--- src/rtl/reaction_timer_multi.sv ---
// Multi-player reaction timer: switch-selected arm delay, per-player stop capture,
// false-start/timeout detection and winner pick. Optional best-time tracking: REACTION_BEST_TIME_EN.
module reaction_timer_multi #(
  parameter int N_PLAYERS = 2,
  parameter int DELAY_W   = 10,
  parameter int TIME_W    = 8,
  parameter int IDX_W     = 3
) (
  input  logic                          iClk,
  input  logic                          iRst,
  input  logic                          iTick,
  input  logic                          iStart,
  input  logic [DELAY_W-1:0]            iDelay,
  input  logic [N_PLAYERS-1:0]          iStop,
  output logic                          oLed,
  output logic                          oBusy,
  output logic                          oDone,
  output logic [N_PLAYERS*TIME_W-1:0]   oTime,
  output logic [N_PLAYERS-1:0]          oFoul,
  output logic                          oTimeout,
  output logic [IDX_W-1:0]              oWinner,
`ifdef REACTION_BEST_TIME_EN
  output logic                          oWinValid,
  output logic [TIME_W-1:0]             oBest,
  output logic                          oNewBest
`else
  output logic                          oWinValid
`endif
);

  // state | meaning
  // IDLE  | waiting for first start
  // ARM   | delay countdown, early presses are fouls
  // RUN   | go LED lit, timing each player
  // DONE  | results held until next start
  localparam logic [1:0] S_IDLE = 2'd0;
  localparam logic [1:0] S_ARM  = 2'd1;
  localparam logic [1:0] S_RUN  = 2'd2;
  localparam logic [1:0] S_DONE = 2'd3;

  localparam logic [TIME_W-1:0] MAX_TIME = '1;

  logic [1:0]                        state_q, state_d;
  logic [DELAY_W-1:0]                delay_q, delay_d;
  logic [TIME_W-1:0]                 cnt_q, cnt_d;
  logic [N_PLAYERS-1:0]              stopped_q, stopped_d;
  logic [N_PLAYERS-1:0]              hit_q, hit_d;
  logic [N_PLAYERS-1:0]              foul_q, foul_d;
  logic [N_PLAYERS*TIME_W-1:0]       time_q, time_d;
  logic                              timeout_q, timeout_d;
  logic                              done_q, done_d;
  logic [IDX_W-1:0]                  winner_q, winner_d;
  logic                              win_valid_q, win_valid_d;
  logic [N_PLAYERS-1:0]              press;
  logic                              found;
  logic [TIME_W-1:0]                 best_t;
  logic [IDX_W-1:0]                  win_idx;
`ifdef REACTION_BEST_TIME_EN
  logic [TIME_W-1:0]                 best_q, best_d;
  logic                              newbest_q, newbest_d;
`endif

  always_comb begin
    state_d     = state_q;
    delay_d     = delay_q;
    cnt_d       = cnt_q;
    stopped_d   = stopped_q;
    hit_d       = hit_q;
    foul_d      = foul_q;
    time_d      = time_q;
    timeout_d   = timeout_q;
    done_d      = 1'b0;
    winner_d    = winner_q;
    win_valid_d = win_valid_q;
    press       = '0;
    found       = 1'b0;
    best_t      = '1;
    win_idx     = '0;
`ifdef REACTION_BEST_TIME_EN
    best_d      = best_q;
    newbest_d   = 1'b0;
`endif

    case (state_q)
      S_IDLE, S_DONE: begin
        if (iStart) begin
          state_d     = S_ARM;
          delay_d     = iDelay;
          cnt_d       = '0;
          stopped_d   = '0;
          hit_d       = '0;
          foul_d      = '0;
          time_d      = '0;
          timeout_d   = 1'b0;
          winner_d    = '0;
          win_valid_d = 1'b0;
        end
      end
      S_ARM: begin
        foul_d    = foul_q | iStop;
        stopped_d = stopped_q | iStop;
        if (&stopped_d) begin
          state_d = S_DONE;
        end else if (delay_q == '0) begin
          state_d = S_RUN;
          cnt_d   = '0;
        end else if (iTick) begin
          delay_d = delay_q - 1'b1;
        end
      end
      S_RUN: begin
        // a stop held over from ARM is already in stopped_q, so it cannot capture here
        press     = iStop & ~stopped_q;
        hit_d     = hit_q | press;
        stopped_d = stopped_q | press;
        for (int i = 0; i < N_PLAYERS; i++) begin
          if (press[i]) time_d[i*TIME_W +: TIME_W] = cnt_q;
        end
        if (iTick && cnt_q == MAX_TIME) begin
          for (int i = 0; i < N_PLAYERS; i++) begin
            if (!stopped_d[i]) time_d[i*TIME_W +: TIME_W] = MAX_TIME;
          end
          stopped_d = '1;
          timeout_d = 1'b1;
          state_d   = S_DONE;
        end else begin
          if (iTick) cnt_d = cnt_q + 1'b1;
          if (&stopped_d) state_d = S_DONE;
        end
      end
      default: state_d = S_IDLE;
    endcase

    // winner is resolved from the values being registered on DONE entry
    for (int i = 0; i < N_PLAYERS; i++) begin
      if (hit_d[i] && (!found || time_d[i*TIME_W +: TIME_W] < best_t)) begin
        found   = 1'b1;
        best_t  = time_d[i*TIME_W +: TIME_W];
        win_idx = IDX_W'(i);
      end
    end

    if (state_d == S_DONE && state_q != S_DONE) begin
      done_d      = 1'b1;
      winner_d    = found ? win_idx : '0;
      win_valid_d = found;
`ifdef REACTION_BEST_TIME_EN
      if (found && best_t < best_q) begin
        best_d    = best_t;
        newbest_d = 1'b1;
      end
`endif
    end
  end

  always_ff @(posedge iClk) begin
    if (iRst) begin
      state_q     <= S_IDLE;
      delay_q     <= '0;
      cnt_q       <= '0;
      stopped_q   <= '0;
      hit_q       <= '0;
      foul_q      <= '0;
      time_q      <= '0;
      timeout_q   <= 1'b0;
      done_q      <= 1'b0;
      winner_q    <= '0;
      win_valid_q <= 1'b0;
`ifdef REACTION_BEST_TIME_EN
      best_q      <= MAX_TIME;
      newbest_q   <= 1'b0;
`endif
    end else begin
      state_q     <= state_d;
      delay_q     <= delay_d;
      cnt_q       <= cnt_d;
      stopped_q   <= stopped_d;
      hit_q       <= hit_d;
      foul_q      <= foul_d;
      time_q      <= time_d;
      timeout_q   <= timeout_d;
      done_q      <= done_d;
      winner_q    <= winner_d;
      win_valid_q <= win_valid_d;
`ifdef REACTION_BEST_TIME_EN
      best_q      <= best_d;
      newbest_q   <= newbest_d;
`endif
    end
  end

  assign oLed      = (state_q == S_RUN);
  assign oBusy     = (state_q == S_ARM) || (state_q == S_RUN);
  assign oDone     = done_q;
  assign oTime     = time_q;
  assign oFoul     = foul_q;
  assign oTimeout  = timeout_q;
  assign oWinner   = winner_q;
  assign oWinValid = win_valid_q;
`ifdef REACTION_BEST_TIME_EN
  assign oBest     = best_q;
  assign oNewBest  = newbest_q;
`endif

endmodule
--- config.mk ---
export PLATFORM = sky130hd
export DESIGN_NAME = reaction_timer_multi
export DESIGN_NICKNAME = d
export VERILOG_FILES = /design/src/rtl/reaction_timer_multi.sv
export SDC_FILE = /design/constraint.sdc
export NUM_CORES = 1
export LEC_CHECK = 0
export ABC_AREA = 1
export BUFFER_PORTS_ARGS = -buffer_cell sky130_fd_sc_hd__buf_2
export CORE_MARGIN = 4
export CORE_UTILIZATION = 50
export DETAILED_ROUTE_END_ITERATION = 8
export PLACE_DENSITY = 0.72
export SLEW_MARGIN = 10
export SYNTH_ARGS = -nofsm -noshare
export SYNTH_HDL_FRONTEND = slang
export SYNTH_SLANG_ARGS = --single-unit
--- constraint.sdc ---
create_clock -name iClk -period 5.3 [get_ports iClk]
set_input_delay 0.795 -clock iClk [delete_from_list [all_inputs] [get_ports iClk]]
set_output_delay 0.795 -clock iClk [all_outputs]
set_load 0.005 [all_outputs]
==> results.cfg <==
[cts]
cts_resized = 0
clock_sink_count = 46
clockRootBuffer = clkbuf_8
post_cts_buffers = 0
cts.path.max_buffers = 2
htree_levels = 2
clock_buffer_count_from_cts = 5
clk_latency_worst_skew_pair_ns = 0.29
clock_transition_at_the_registers_of_the_reported_paths_ns = 0.08
hold_buffers = 0
cts_tree = built

[routing]
viasPerCell = 5.24
drt_first_pass_iters = 4
total_number_of_vias = 2514
detail_route.iter0.violations = 118
drc = 0
post_drt_wl_per_cell_um = 13.1
finalWirelength_um = 6290
ant_nets = 0

[power]
power_per_unit_of_standard_cell_area_mw_per_mm2 = 408
power.leakage_nw = 1.51
vdd_ir_drop_max_uv = 205

[job]
max_cap_violations = 0

[timing]
post-route-worst-setup-slack_ns = 2.35
setup_total_negative_slack_ns = 0
timing.clock.skew_ns = 0.00920
period_needed_ns = 2.95
timing.fmax_mhz = 339
timing.final.max_slew_violations = 0
finalCritPeriodShare = 0.557
setup_viol_count_final = 0
finalHoldViolCount = 0
rsz0062_at_grt = false
slew_headroom = 0.459
worstMarginPinSlew_ns = 0.811

[synth]
yosys.area.top_type = dfxtp_1
synth-compound-area-share = 0.190
synth_enable_flop_cells = 0
synth_top_family_by_area = simple AND/OR/NAND/NOR gates
yosys.area_share.xor_xnor = 0.0131
synthMuxAreaShare = 0
synth-seq-area-share = 0.344
synthesis.area_mm2 = 0.00268
top_post_synthesis_cells_by_area = dfxtp_1, nand2_1, inv_1
syn-instance-count = 375
synth_adder_area_share = 0.0560
ys_ff_latch = 46
syn_avg_cell_area_um2 = 7.15
yosysWarningCount = 0
async_sr_flop_fraction = 0
yosysUniqueCellTypes = 41
ys_dominant_reg_cell = dfxtp_1
synth_simple_gate_area_share = 0.289
synthDominantCellAreaShare = 0.344

[outcome]
status = finished, final reports clean

[placement]
gp_routability_congestion = 0.878
worst_slack_placed_ns = 2.41
placed_instances = 474
dpl.hpwl_um = 4710
numPortBuffers = 39

[die]
die_w_um = 81.2
chipHeight_um = 81.2
core_area_mm2 = 0.00514
num_ports = 42
placementRows = 26
initial_standard_cell_utilization_of_the_core = 0.521
design.die.area_mm2 = 0.00660

[grt]
via_count_of_the_first_global_routing_pass = 2294
grt_usage = 0.206
grt-ovfl-total = 0
first_pass_grt_wire_length_um = 10700
grt_start_max_net_pins = 27
grt_antenna_before_repair = 0

[setup_path]
cp_max_fo = 16
worstPathRequired_ns = 5.52
cp-end-kind = register
startpoint_type = register
critical_path_arrival_ns = 3.18
timing.setup.critical_path_class = register to register

[finish]
fin_nets = 439
post_route_cells_drive_above_1_share = 0.205
final_cell_count_no_fill = 480
antenna_cells_inserted = 0
area_growth_syn_to_layout_pct = 11.3

[hold_path]
type_of_the_tightest_min_delay_check = register to register
==> synth_stat cells, types with 2 or more instances <==
master     n
nand2_2    4
buf_4      2
a22oi_1   10
clkbuf_1   3
a21oi_2    3
a21oi_1   24
a31oi_1    7
nand3_1    8
o21ai_1    3
nand3_2    2
buf_2      2
o21ai_0   19
nor3_1     5
nor2_4     6
nand4_1    5
inv_1     47
nor2_2     8
nor2_1    30
buf_1      2
xor2_1     4
o211ai_1   6
o22ai_1    2
nand2_1   90
nand2_4    2
dfxtp_1   46
buf_6      2
ha_1      12
a211oi_1   3
inv_2      6
==> state kept, by name (all words and copies together), names as in the netlist, 2 cells and up <==
signal	flops
stopped_q	2
state_q	2
cnt_q	8
hit_q	2
oFoul	2
delay_q	10
oTime	16
==> worst paths after layout <==
check | startpoint | endpoint | slack, ns | depth (start not counted)
max | state_q[0]$_SDFF_PP0_ | oWinner[0]$_SDFFE_PP0P_ | 2.35 | 14
min | oFoul[1]$_SDFFE_PP0P_ | oFoul[1]$_SDFFE_PP0P_ | 0.47 | 2
max reg2reg | state_q[0]$_SDFF_PP0_ | oWinner[0]$_SDFFE_PP0P_ | 2.35 | 14
min reg2reg | oFoul[1]$_SDFFE_PP0P_ | oFoul[1]$_SDFFE_PP0P_ | 0.47 | 2
==> cell families (layout without fill, tap and decap cells) <==
kind of cell	Yosys count	in the layout
flops	46	46
other cells	1	2
xor+xnor	4	4
buf+inv	67	101
fa+ha+maj	12	12
simple gates	163	163
compound gates	82	82
==> routing by layer <==
metal,GRT usage,up-vias,share of wire
li1,-,1293,-
met1,0.291,1159,0.48
met2,0.325,58,0.46
met3,0.0366,4,0.057
met4,0.0456,0,0.0072
met5,0,-,0
==> critical path, cell delays in order, from the launching register on <==
cell      delay (ns)
dfxtp_1         0.44
ha_1            0.56
inv_4           0.20
nand2_8         0.14
nor2_4          0.07
o22ai_2         0.38
nor2_1          0.10
ha_1            0.30
a21oi_1         0.13
nor3_1          0.06
a211oi_1        0.18
nand2_1         0.09
nand2_1         0.07
nand2_1         0.06
a21oi_2         0.11
==> placed cells by master (no fill, tap or decap), types with 10 or more instances in the layout <==
cell,Yosys,final
nand2_1,90,90
o21ai_0,19,19
a21oi_1,24,24
dfxtp_1,46,46
ha_1,12,12
nor2_1,30,30
inv_1,47,47
buf_2,2,39
a22oi_1,10,10
==> per-stage QoR <==
stage                util  power, mW  hold WS [ns]  cell area, um2
floorplan               -      0.908         0.443            2680
global placement    0.564      0.993         0.444            2900
detailed placement  0.564       1.01         0.453            2900
CTS                 0.580       1.22         0.474            2980
global route        0.580       1.33         0.496            2980
finish              0.580       1.22         0.470            2980
==> where the power goes <==
group | internal (mW) | total [mW] | switching (mW)
Clock | 0.101 | 0.214 | 0.113
Sequential | 0.398 | 0.437 | 0.0392
Combinational | 0.180 | 0.564 | 0.385
Total | 0.679 | 1.22 | 0.537
==> cell type report <==
cell class | count | area (um2)
clock buffers | 6 | 82.6
inverters | 56 | 219
repair buffers | 39 | 195
fillers | 504 | 2160
well taps | 70 | 87.6
multi-input cells | 263 | 1480
flip-flops and latches | 46 | 921
No activity file was read; power rests on OpenSTA's default activity.
